[src/rtl/rv_mem_pkg.sv]
`default_nettype none
// ============================================================================
//  Module      : rv_mem_pkg
//  Description : Shared types and constants for the rv_cpu memory arbiter.
//                Response-owner encoding and the byte-to-word address split.
//  Revision    : 1.0 - initial release
// ============================================================================
package rv_mem_pkg;

    // Which requester owns the read data returning from the RAM this cycle
    typedef enum logic [1:0] {
        OWN_IDLE    = 2'd0,
        OWN_IM      = 2'd1,
        OWN_DM_LOAD = 2'd2
    } owner_t;

    // Byte address bit where the 32-bit word address begins
    localparam int c_word_lsb = 2;

endpackage : rv_mem_pkg
`default_nettype wire

[src/rtl/rv_mem_burst_limiter.sv]
`default_nettype none
// ============================================================================
//  Module      : rv_mem_burst_limiter
//  Description : Counts consecutive data grants issued while a fetch is
//                waiting and flags when fetch must be given the next slot.
//  Revision    : 1.0 - initial release
// ============================================================================
module rv_mem_burst_limiter #(
    parameter int MAX_DM_BURST = 4
) (
    input  logic clk,
    input  logic rst,
    input  logic i_im_req,
    input  logic i_grant_dm,
    input  logic i_grant_im,
    output logic o_starve
);

    localparam logic [3:0] c_max_burst = 4'(MAX_DM_BURST);

    logic [3:0] r_burst_cnt;

    // Count data grants that overtook a waiting fetch; saturate at the limit
    always_ff @(posedge clk) begin
        if (rst) begin
            r_burst_cnt <= 4'd0;
        end else if (i_grant_im || !i_im_req) begin
            r_burst_cnt <= 4'd0;
        end else if (i_grant_dm && (r_burst_cnt != c_max_burst)) begin
            r_burst_cnt <= r_burst_cnt + 4'd1;
        end
    end

    // Fetch has waited through a full data burst and must win the next slot
    always_comb begin
        o_starve = i_im_req && (r_burst_cnt == c_max_burst);
    end

endmodule : rv_mem_burst_limiter
`default_nettype wire

[src/rtl/rv_mem_arbiter.sv]
`default_nettype none
// ============================================================================
//  Module      : rv_mem_arbiter
//  Description : Shares one single-port synchronous RAM between the rv_cpu
//                fetch port and load/store port. Data has priority, a burst
//                limiter prevents fetch starvation, read data is steered back
//                to its requester one cycle after the grant.
//  Revision    : 1.0 - initial release
// ============================================================================
module rv_mem_arbiter #(
    parameter int ADDR_WIDTH   = 14,
    parameter int MAX_DM_BURST = 4
) (
    input  logic                  clk_i,
    input  logic                  rst_i,
    input  logic                  im_req_i,
    input  logic [31:0]           im_addr_i,
    output logic [31:0]           im_data_o,
    output logic                  im_valid_o,
    input  logic                  dm_load_i,
    input  logic                  dm_store_i,
    input  logic [31:0]           dm_addr_i,
    input  logic [31:0]           dm_data_s_i,
    input  logic [3:0]            dm_data_select_i,
    output logic                  dm_ack_o,
    output logic [31:0]           dm_data_l_o,
    output logic                  dm_valid_o,
    output logic [ADDR_WIDTH-1:0] mem_addr_o,
    output logic [31:0]           mem_wdata_o,
    output logic [3:0]            mem_wmask_o,
    output logic                  mem_we_o,
    input  logic [31:0]           mem_rdata_i
);

    import rv_mem_pkg::*;

    logic                  w_starve;
    logic                  w_grant_dm;
    logic                  w_grant_im;
    logic                  r_fetch_inflight;
    owner_t                r_owner;
    owner_t                w_owner_next;
    logic [ADDR_WIDTH-1:0] r_last_addr;
    logic [ADDR_WIDTH-1:0] w_dm_word;
    logic [ADDR_WIDTH-1:0] w_im_word;
    logic                  w_unused_addr_bits;

    // Byte offset and bits above the RAM depth are dropped (addresses alias)
    assign w_dm_word = dm_addr_i[ADDR_WIDTH+c_word_lsb-1:c_word_lsb];
    assign w_im_word = im_addr_i[ADDR_WIDTH+c_word_lsb-1:c_word_lsb];
    assign w_unused_addr_bits = ^{im_addr_i[31:ADDR_WIDTH+c_word_lsb],
                                  im_addr_i[c_word_lsb-1:0],
                                  dm_addr_i[31:ADDR_WIDTH+c_word_lsb],
                                  dm_addr_i[c_word_lsb-1:0]};

    rv_mem_burst_limiter #(
        .MAX_DM_BURST (MAX_DM_BURST)
    ) u_burst_limiter (
        .clk        (clk_i),
        .rst        (rst_i),
        .i_im_req   (im_req_i),
        .i_grant_dm (w_grant_dm),
        .i_grant_im (w_grant_im),
        .o_starve   (w_starve)
    );

    // Grant decision: data first unless fetch is owed a slot; nothing in reset
    always_comb begin
        w_grant_dm = !rst_i && (dm_load_i || dm_store_i)
                     && !(w_starve && !r_fetch_inflight);
        w_grant_im = !rst_i && im_req_i && !w_grant_dm && !r_fetch_inflight;
    end

    // Owner register: remembers who the RAM read issued this cycle belongs to
    always_ff @(posedge clk_i) begin
        if (rst_i) begin
            r_owner <= OWN_IDLE;
        end else begin
            r_owner <= w_owner_next;
        end
    end

    // Next owner; a granted data access that is not a store is a load
    always_comb begin
        w_owner_next = OWN_IDLE;
        if (w_grant_dm && !dm_store_i) begin
            w_owner_next = OWN_DM_LOAD;
        end else if (w_grant_im) begin
            w_owner_next = OWN_IM;
        end
    end

    // Block a second fetch of the still-held address until its data returns
    always_ff @(posedge clk_i) begin
        if (rst_i) begin
            r_fetch_inflight <= 1'b0;
        end else if (w_grant_im) begin
            r_fetch_inflight <= 1'b1;
        end else if (r_owner == OWN_IM) begin
            r_fetch_inflight <= 1'b0;
        end
    end

    // Hold the last granted word address so the RAM address is stable when idle
    always_ff @(posedge clk_i) begin
        if (rst_i) begin
            r_last_addr <= '0;
        end else if (w_grant_dm) begin
            r_last_addr <= w_dm_word;
        end else if (w_grant_im) begin
            r_last_addr <= w_im_word;
        end
    end

    // RAM-side and requester-side outputs; valids are suppressed during reset
    always_comb begin
        mem_addr_o  = r_last_addr;
        mem_we_o    = 1'b0;
        mem_wmask_o = 4'b0000;
        mem_wdata_o = 32'd0;
        if (w_grant_dm) begin
            mem_addr_o = w_dm_word;
            if (dm_store_i) begin
                mem_we_o    = 1'b1;
                mem_wmask_o = dm_data_select_i;
                mem_wdata_o = dm_data_s_i;
            end
        end else if (w_grant_im) begin
            mem_addr_o = w_im_word;
        end
        dm_ack_o    = w_grant_dm;
        im_valid_o  = !rst_i && (r_owner == OWN_IM);
        dm_valid_o  = !rst_i && (r_owner == OWN_DM_LOAD);
        im_data_o   = mem_rdata_i;
        dm_data_l_o = mem_rdata_i;
    end

endmodule : rv_mem_arbiter
`default_nettype wire

[config.mk]
export PLATFORM = sky130hd
export DESIGN_NAME = rv_mem_arbiter
export DESIGN_NICKNAME = d
export VERILOG_FILES = /design/src/rtl/rv_mem_pkg.sv /design/src/rtl/rv_mem_burst_limiter.sv /design/src/rtl/rv_mem_arbiter.sv
export SDC_FILE = /design/constraint.sdc
export NUM_CORES = 1
export LEC_CHECK = 0
export CAP_MARGIN = 20
export CORE_AREA = 4 4 98 100
export DETAILED_ROUTE_END_ITERATION = 10
export DIE_AREA = 0 0 102 104
export PLACE_DENSITY = 0.77
export RECOVER_POWER = 50
export REMOVE_ABC_BUFFERS = 1
export SYNTH_ARGS = -nofsm -noshare
export SYNTH_HDL_FRONTEND = slang
export SYNTH_SLANG_ARGS = --single-unit
[constraint.sdc]
create_clock -name clk_i -period 2.05 [get_ports clk_i]
set_input_delay 0.205 -clock clk_i [delete_from_list [all_inputs] [get_ports clk_i]]
set_output_delay 0.205 -clock clk_i [all_outputs]
set_load 0.01 [all_outputs]
==> results of run 1 <==
through the flow:
| stage | utilization, % | total power, uW | hold slack (ns) |
|---|---|---|---|
| finish | 36.61 | 1317 | 0.4100 |
| global route | 36.61 | 1389 | 0.4101 |
| CTS | 36.87 | 1328 | 0.4041 |
| detailed placement | 35.32 | 1034 | 0.4102 |
| global placement | 35.32 | 1032 | 0.4102 |
| floorplan | - | 626.5 | 0.2741 |
layout by cell type, fill, tap and decap left out, drive strengths merged:
cell	netlist	routed
nor2	2	2
or4	1	1
a31oi	1	1
inv	3	3
bufbuf	0	1
nand3	5	5
o211ai	4	4
and2	36	36
a21oi	19	19
clkbuf	6	12
o21bai	1	1
ha	2	2
nand3b	1	1
a21boi	1	1
a21o	1	1
nor3b	2	2
o21ba	1	1
mux2i	14	14
o21ai	1	1
dlygate4sd2	0	21
buf	74	70
nor2b	3	3
clkdlybuf4s50	0	68
a211oi	28	28
clkdlybuf4s15	0	2
and3b	1	1
dfxtp	21	21
nand2	1	1
nand2b	3	3
power by group through the flow:
stage / sequential (uW) / combinational [uW] / clock (uW)
2_1_floorplan: 453 / 173 / 0
3_3_place_gp: 456 / 577 / 0
3_5_place_dp: 458 / 576 / 0
4_1_cts: 450 / 584 / 294
5_1_grt: 454 / 626 / 308
6_report: 451 / 584 / 281
worst max-delay path: stages (launching register included):
cell,delay (ns)
dfxtp_2,0.34
inv_2,0.05
ha_4,0.15
and3b_4,0.21
a21o_1,0.22
buf_12,0.16
a21oi_1,0.12
clkdlybuf4s15_1,0.25
flip-flops by register name, summed over array words and instances (netlist names):
register and cells:
r_fetch_inflight 1, r_last_addr 14, u_burst_limiter.r_burst_cnt 4, r_owner 2
per-layer routing:
metal,wire (um),track usage [%],up-vias,share of wire [%]
li1,-,-,920,-
met1,4462,25.93,911,36
met2,5425,34.35,181,44
met3,2110,15.69,15,17
met4,345,5.061,2,2.8
met5,56,4.615,-,0.45
repair_timing:
item                       CTS  global route
setup endpoints to repair   52            29
setup buffers                4             1
hold buffers                 0             0
pin swaps                    6             2
gates resized for setup    154            25
cloned                       2             0
worst paths after layout:
kind | startpoint | endpoint | slack, ns
worst max register to register | u_burst_limiter.r_burst_cnt[0] | u_burst_limiter.r_burst_cnt[3] | 0.33
worst max-delay path | u_burst_limiter.r_burst_cnt[0] | mem_addr_o[2] | 0.09
worst min-delay path | mem_rdata_i[15] | im_data_o[15] | 0.41
worst min register to register | r_fetch_inflight | r_fetch_inflight | 0.55
area by class of cell:
class,instances,area [sq um]
fillers,916,5502
repair buffers,170,1490
multi-input cells,128,1071
flip-flops and latches,21,424.2
well taps,108,135.1
clock buffers,4,45.04
inverters,3,11.26
logic make-up (layout without fill, tap and decap cells):
family | after synthesis | count (layout) | share of synthesized area (%)
buffers and inverters | 83 | 177 | 30.46
AOI/OAI and AO/OA | 57 | 57 | 20.53
and+or+nand+nor | 55 | 55 | 18.22
DFF | 21 | 21 | 22.11
muxes | 14 | 14 | 7.368
adders and majority gates | 2 | 2 | 1.316
==> out/results.ini, run 1 <==
[setup_path]
critPathLaunchType = flip-flop
cp.arrival_ns = 1.76
cp_max_fo = 19
r2r_cells = 7
crit_required_ns = 1.85
crit_path_end_kind = output port
worstSetupPathType = reg -> out

[yosys]
yosys_warnings = 0
synth_area_leaders = buf_4, dfxtp_1, and2_1
avgSynthCellArea_sq_um = 8.198
synth_edf_count = 0
synth-main-ff-cell = dfxtp_1
syn_inst = 232
synth_top_cell_area_share_pct = 25.66
synthTopCellsByCount = buf_4, and2_1, a211oi_1
ys_seq_elements = 21
post-synth-top-count-cell = buf_4
yosysUniqueCellTypes = 29
seq_area_frac_synth_pct = 22.11
syn_area_sq_um = 1902
synthArstFlopShare_pct = 0
synth_top_area_cell = buf_4

[timing]
period_needed_ns = 1.962
max_freq_mhz = 509.8
min_period_over_period_pct = 95.69
report.final.slew_viol_count = 0
skew_ns = 0.002626
relSlewSlack_pct = 83.42
grt_setup_unrepaired = no
tightestPinTransition_ns = 0.2418
setup_viol = 0
tns_ns = 0
setup_slack_ns = 0.08835
hold_viol = 0

[placed_design]
post_dp_cell_area_sq_um = 3065
port_buffers = 122
dp_cells = 424
dp_hpwl_um = 10460
dp_slack_ns = -0.2739
gp_congestion = 0.9685

[pwr]
power.leakage_uw = 0.001345
ir_drop_mv = 0.2308
powerDensity_nw_per_um2 = 414.5
switching_power_uw = 407.9
p_int_uw = 908.8
clkPwrFrac_pct = 21.4
combPwrFrac_pct = 44.4
switching_share_pct = 30.98
seqPwrFrac_pct = 34.3

[floorplan]
start_util_pct = 21.91
design.die.area_sq_um = 10610
die_w_um = 102
boundaryPins = 255
dieHeight_um = 104
core_area_sq_um = 8678
num_rows = 34

[cells_and_area]
stdcell_count = 434
stdcell_area_sq_um = 3177
layout.nets = 466
antennaDiodeCount = 0
area_growth_pct = 67.04
drive_gt1_share_pct = 34.97

[global_route]
grt_use_total_pct = 22.74
grt_pass1_vias = 2210
grt.overflow.total = 0
grt_pass1_wl_um = 16970
grt_max_degree = 20
grt_antenna_before_repair = 0

[run]
max_cap_violations = 0

[clock_network]
htreeDepth = 1
cts_inserted_buffers = 3
cts.sinks = 21
cts_tree = yes
clockBufferDepth = 2
clk_latency_ns = 0.26
ctsRootBufferMaster = clkbuf_8
clkTransAtPathRegs_ns = 0.08

[min_path]
hold_depth = 0
hold_class = in -> out

[route]
drc_errors = 0
wire_per_inst_um = 28.57
avgViaCountPerCell = 4.675
firstDrtPassIters = 4
ant_nets = 0
vias = 2029
drt_iter0_markers = 72
wl_um = 12400

[status]
status = completed

Power figures use the tool's default switching activity.
==> run 2: changes to the inputs <==
--- a/config.mk
+++ b/config.mk
@@ -9,8 +9,9 @@
 export CORE_AREA = 4 4 98 100
 export DETAILED_ROUTE_END_ITERATION = 10
 export DIE_AREA = 0 0 102 104
+export GPL_ROUTABILITY_DRIVEN = 0
 export PLACE_DENSITY = 0.77
-export RECOVER_POWER = 50
+export RECOVER_POWER = 25
 export REMOVE_ABC_BUFFERS = 1
 export SYNTH_ARGS = -nofsm -noshare
 export SYNTH_HDL_FRONTEND = slang
==> run 2 against run 1 <==
Against the previous run:
- global-route usage shrank 0.18 points
- routed wire length grew 0.93%
- power grew 4.7%
- critical path depth grew 2
- core utilization grew 2.1 points
- combinational power grew 10%
- worst hold slack lost 0.065 ns
- cell count grew 3.2%
- highest routed layer unchanged
- design area grew 5.7%
- sequential share of layout area shrank 0.80 points
- flip-flop and latch count is the same
- clock skew grew 0.0019 ns
==> out/results.ini, run 2 (synthesis gave the netlist of run 1 again) <==
[floorplan]
dieHeight_um = 104  ; unchanged
die_w_um = 102  ; unchanged
core_area_sq_um = 8678  ; unchanged
num_rows = 34  ; unchanged
boundaryPins = 255  ; unchanged
start_util_pct = 21.91  ; unchanged
design.die.area_sq_um = 10610  ; unchanged

[global_route]
grt_use_total_pct = 22.56  ; -0.18 points
grt_antenna_before_repair = 0  ; unchanged
grt.overflow.total = 0  ; unchanged
grt_pass1_wl_um = 16790  ; -1.1%
grt_max_degree = 20  ; unchanged
grt_pass1_vias = 2304  ; +4.3%

[setup_path]
cp_max_fo = 8  ; -11
crit_required_ns = 1.85  ; about the same
cp.arrival_ns = 1.81  ; +0.05 ns
crit_chain = inv_2 > ha_4 > and3b_4 > a21oi_4 > buf_12 > buf_12 > buf_12 > and2_1 > buf_2
crit_path_end_kind = output port
critPathSlowestCell = dfxtp_2
worstSetupPathType = reg -> out
cp_common_cell = buf_12
critPathLaunchType = flip-flop
slowest_delay_ns = 0.34  ; about the same

[timing]
relSlewSlack_pct = 85.79  ; +2.4 points
report.final.slew_viol_count = 0  ; unchanged
setup_viol = 0  ; unchanged
hold_viol = 0  ; unchanged
min_period_over_period_pct = 98.44  ; +2.7 points
grt_setup_unrepaired = yes
period_needed_ns = 2.018  ; +0.05637 ns
skew_ns = 0.004484  ; +0.001859 ns
max_freq_mhz = 495.5  ; -2.8%
tns_ns = 0  ; unchanged
tightestPinTransition_ns = 0.2072  ; -0.03456 ns

[route]
met1_length_um = 4346  ; -2.6%
drt_iter0_markers = 75  ; +4.2%
highest_layer = met5
dr_wl_met2_um = 5528  ; +1.9%
wl_met3_um = 2140  ; +1.4%
ant_nets = 0  ; unchanged
avgViaCountPerCell = 4.770  ; +2.0%
vias = 2137  ; +5.3%
wl_um = 12510  ; +0.93%
firstDrtPassIters = 6  ; +2
drc_errors = 0  ; unchanged
wire_per_inst_um = 27.93  ; -2.2%

[cells_and_area]
top_regs = r_last_addr x14, u_burst_limiter.r_burst_cnt x4, r_owner x2
largest_register = r_last_addr
layout.cells.most_common = clkdlybuf4s50_1
area_growth_pct = 76.58
antennaDiodeCount = 0  ; unchanged
largest_register_ffs = 14  ; unchanged
layout.nets = 480  ; +3.0%
drive_gt1_share_pct = 45.00  ; +10 points
fin_util_pct = 38.70  ; +2.1 points
final_cell_mix = clkdlybuf4s50_1, buf_4, buf_2

[status]
status = completed

[clock_network]
ctsRootBufferMaster = clkbuf_8
clockBufferDepth = 2  ; unchanged
cts_inserted_buffers = 3  ; unchanged
clk_latency_ns = 0.26  ; about the same
clkTransAtPathRegs_ns = 0.08  ; about the same
cts_tree = yes
cts.sinks = 21  ; unchanged
htreeDepth = 1  ; unchanged

[pwr]
switching_share_pct = 30.88  ; -0.10 points
power.leakage_uw = 0.001427  ; +6.1%
combPwrFrac_pct = 46.7  ; +2.3 points
ir_drop_mv = 0.2816  ; +22%
clkPwrFrac_pct = 20.4  ; -1.0 points
seqPwrFrac_pct = 32.8  ; -1.5 points
powerDensity_nw_per_um2 = 410.3  ; -1.0%
power_uw = 1378  ; +4.7%
p_int_uw = 952.4  ; +4.8%
switching_power_uw = 425.5  ; +4.3%

[placed_design]
port_buffers = 122  ; unchanged
dp_hpwl_um = 10420  ; -0.35%

[run]
max_cap_violations = 0  ; unchanged

[min_path]
hold_class = in -> reg

## run 2: layout make-up
| cell class | count | area [sq um] |
|---|---|---|
| fillers | 913 | 5320 |
| flip-flops and latches | 21 | 421.7 |
| clock buffers | 3 | 41.29 |
| clock inverters | 1 | 5.005 |
| inverters | 3 | 11.26 |
| multi-input cells | 128 | 1119 |
| repair buffers | 184 | 1625 |
| well taps | 108 | 135.1 |
## run 2: per-layer routing
layer	GRT usage [%]	up-vias
met5	6.667	-
met4	7.216	2
met3	14.49	18
met2	34.40	188
met1	24.98	975
li1	-	954
## run 2: what timing repair did
item,CTS,global route
setup buffers,10,3
pin swaps,6,2
gates cloned,3,1
hold buffers,0,0
gates resized for setup,197,55
setup endpoints to repair,52,37
## run 2: power groups by stage
stage | logic [uW] | clock network [uW] | registers, uW
floorplan | 173 | 0 | 453
global placement | 583 | 0 | 454
detailed placement | 585 | 0 | 455
CTS | 617 | 287 | 448
global route | 687 | 303 | 456
finish | 644 | 282 | 452
## run 2: final timing paths
check	startpoint	endpoint	slack, ns	depth (start not counted)
min	im_req_i	u_burst_limiter.r_burst_cnt[0]	0.35	3
min reg2reg	r_fetch_inflight	r_fetch_inflight	0.54	2
max	u_burst_limiter.r_burst_cnt[0]	mem_wdata_o[9]	0.03	9
max reg2reg	u_burst_limiter.r_burst_cnt[1]	u_burst_limiter.r_burst_cnt[3]	0.10	9
## run 2: worst max-delay path, delay by kind of cell (launching register included)
kind	cells	cell delay, ns
and+or+nand+nor	2	0.40
AOI/OAI and AO/OA	1	0.08
adders and majority gates	1	0.13
buffers and inverters	5	0.61
DFF	1	0.34
## run 2: stage by stage
step                      cell area, sq um  hold WS, ns  std cells  setup slack, ns
after floorplan                       1334       0.2741        152         -0.01808
after global placement                3103       0.4102        429          -0.2550
after detailed placement              3103       0.4102        429          -0.2833
after CTS                             3323       0.4102        446          -0.1006
after global routing                  3358       0.3831        448         -0.03055
final                                 3358       0.3454        448          0.03198
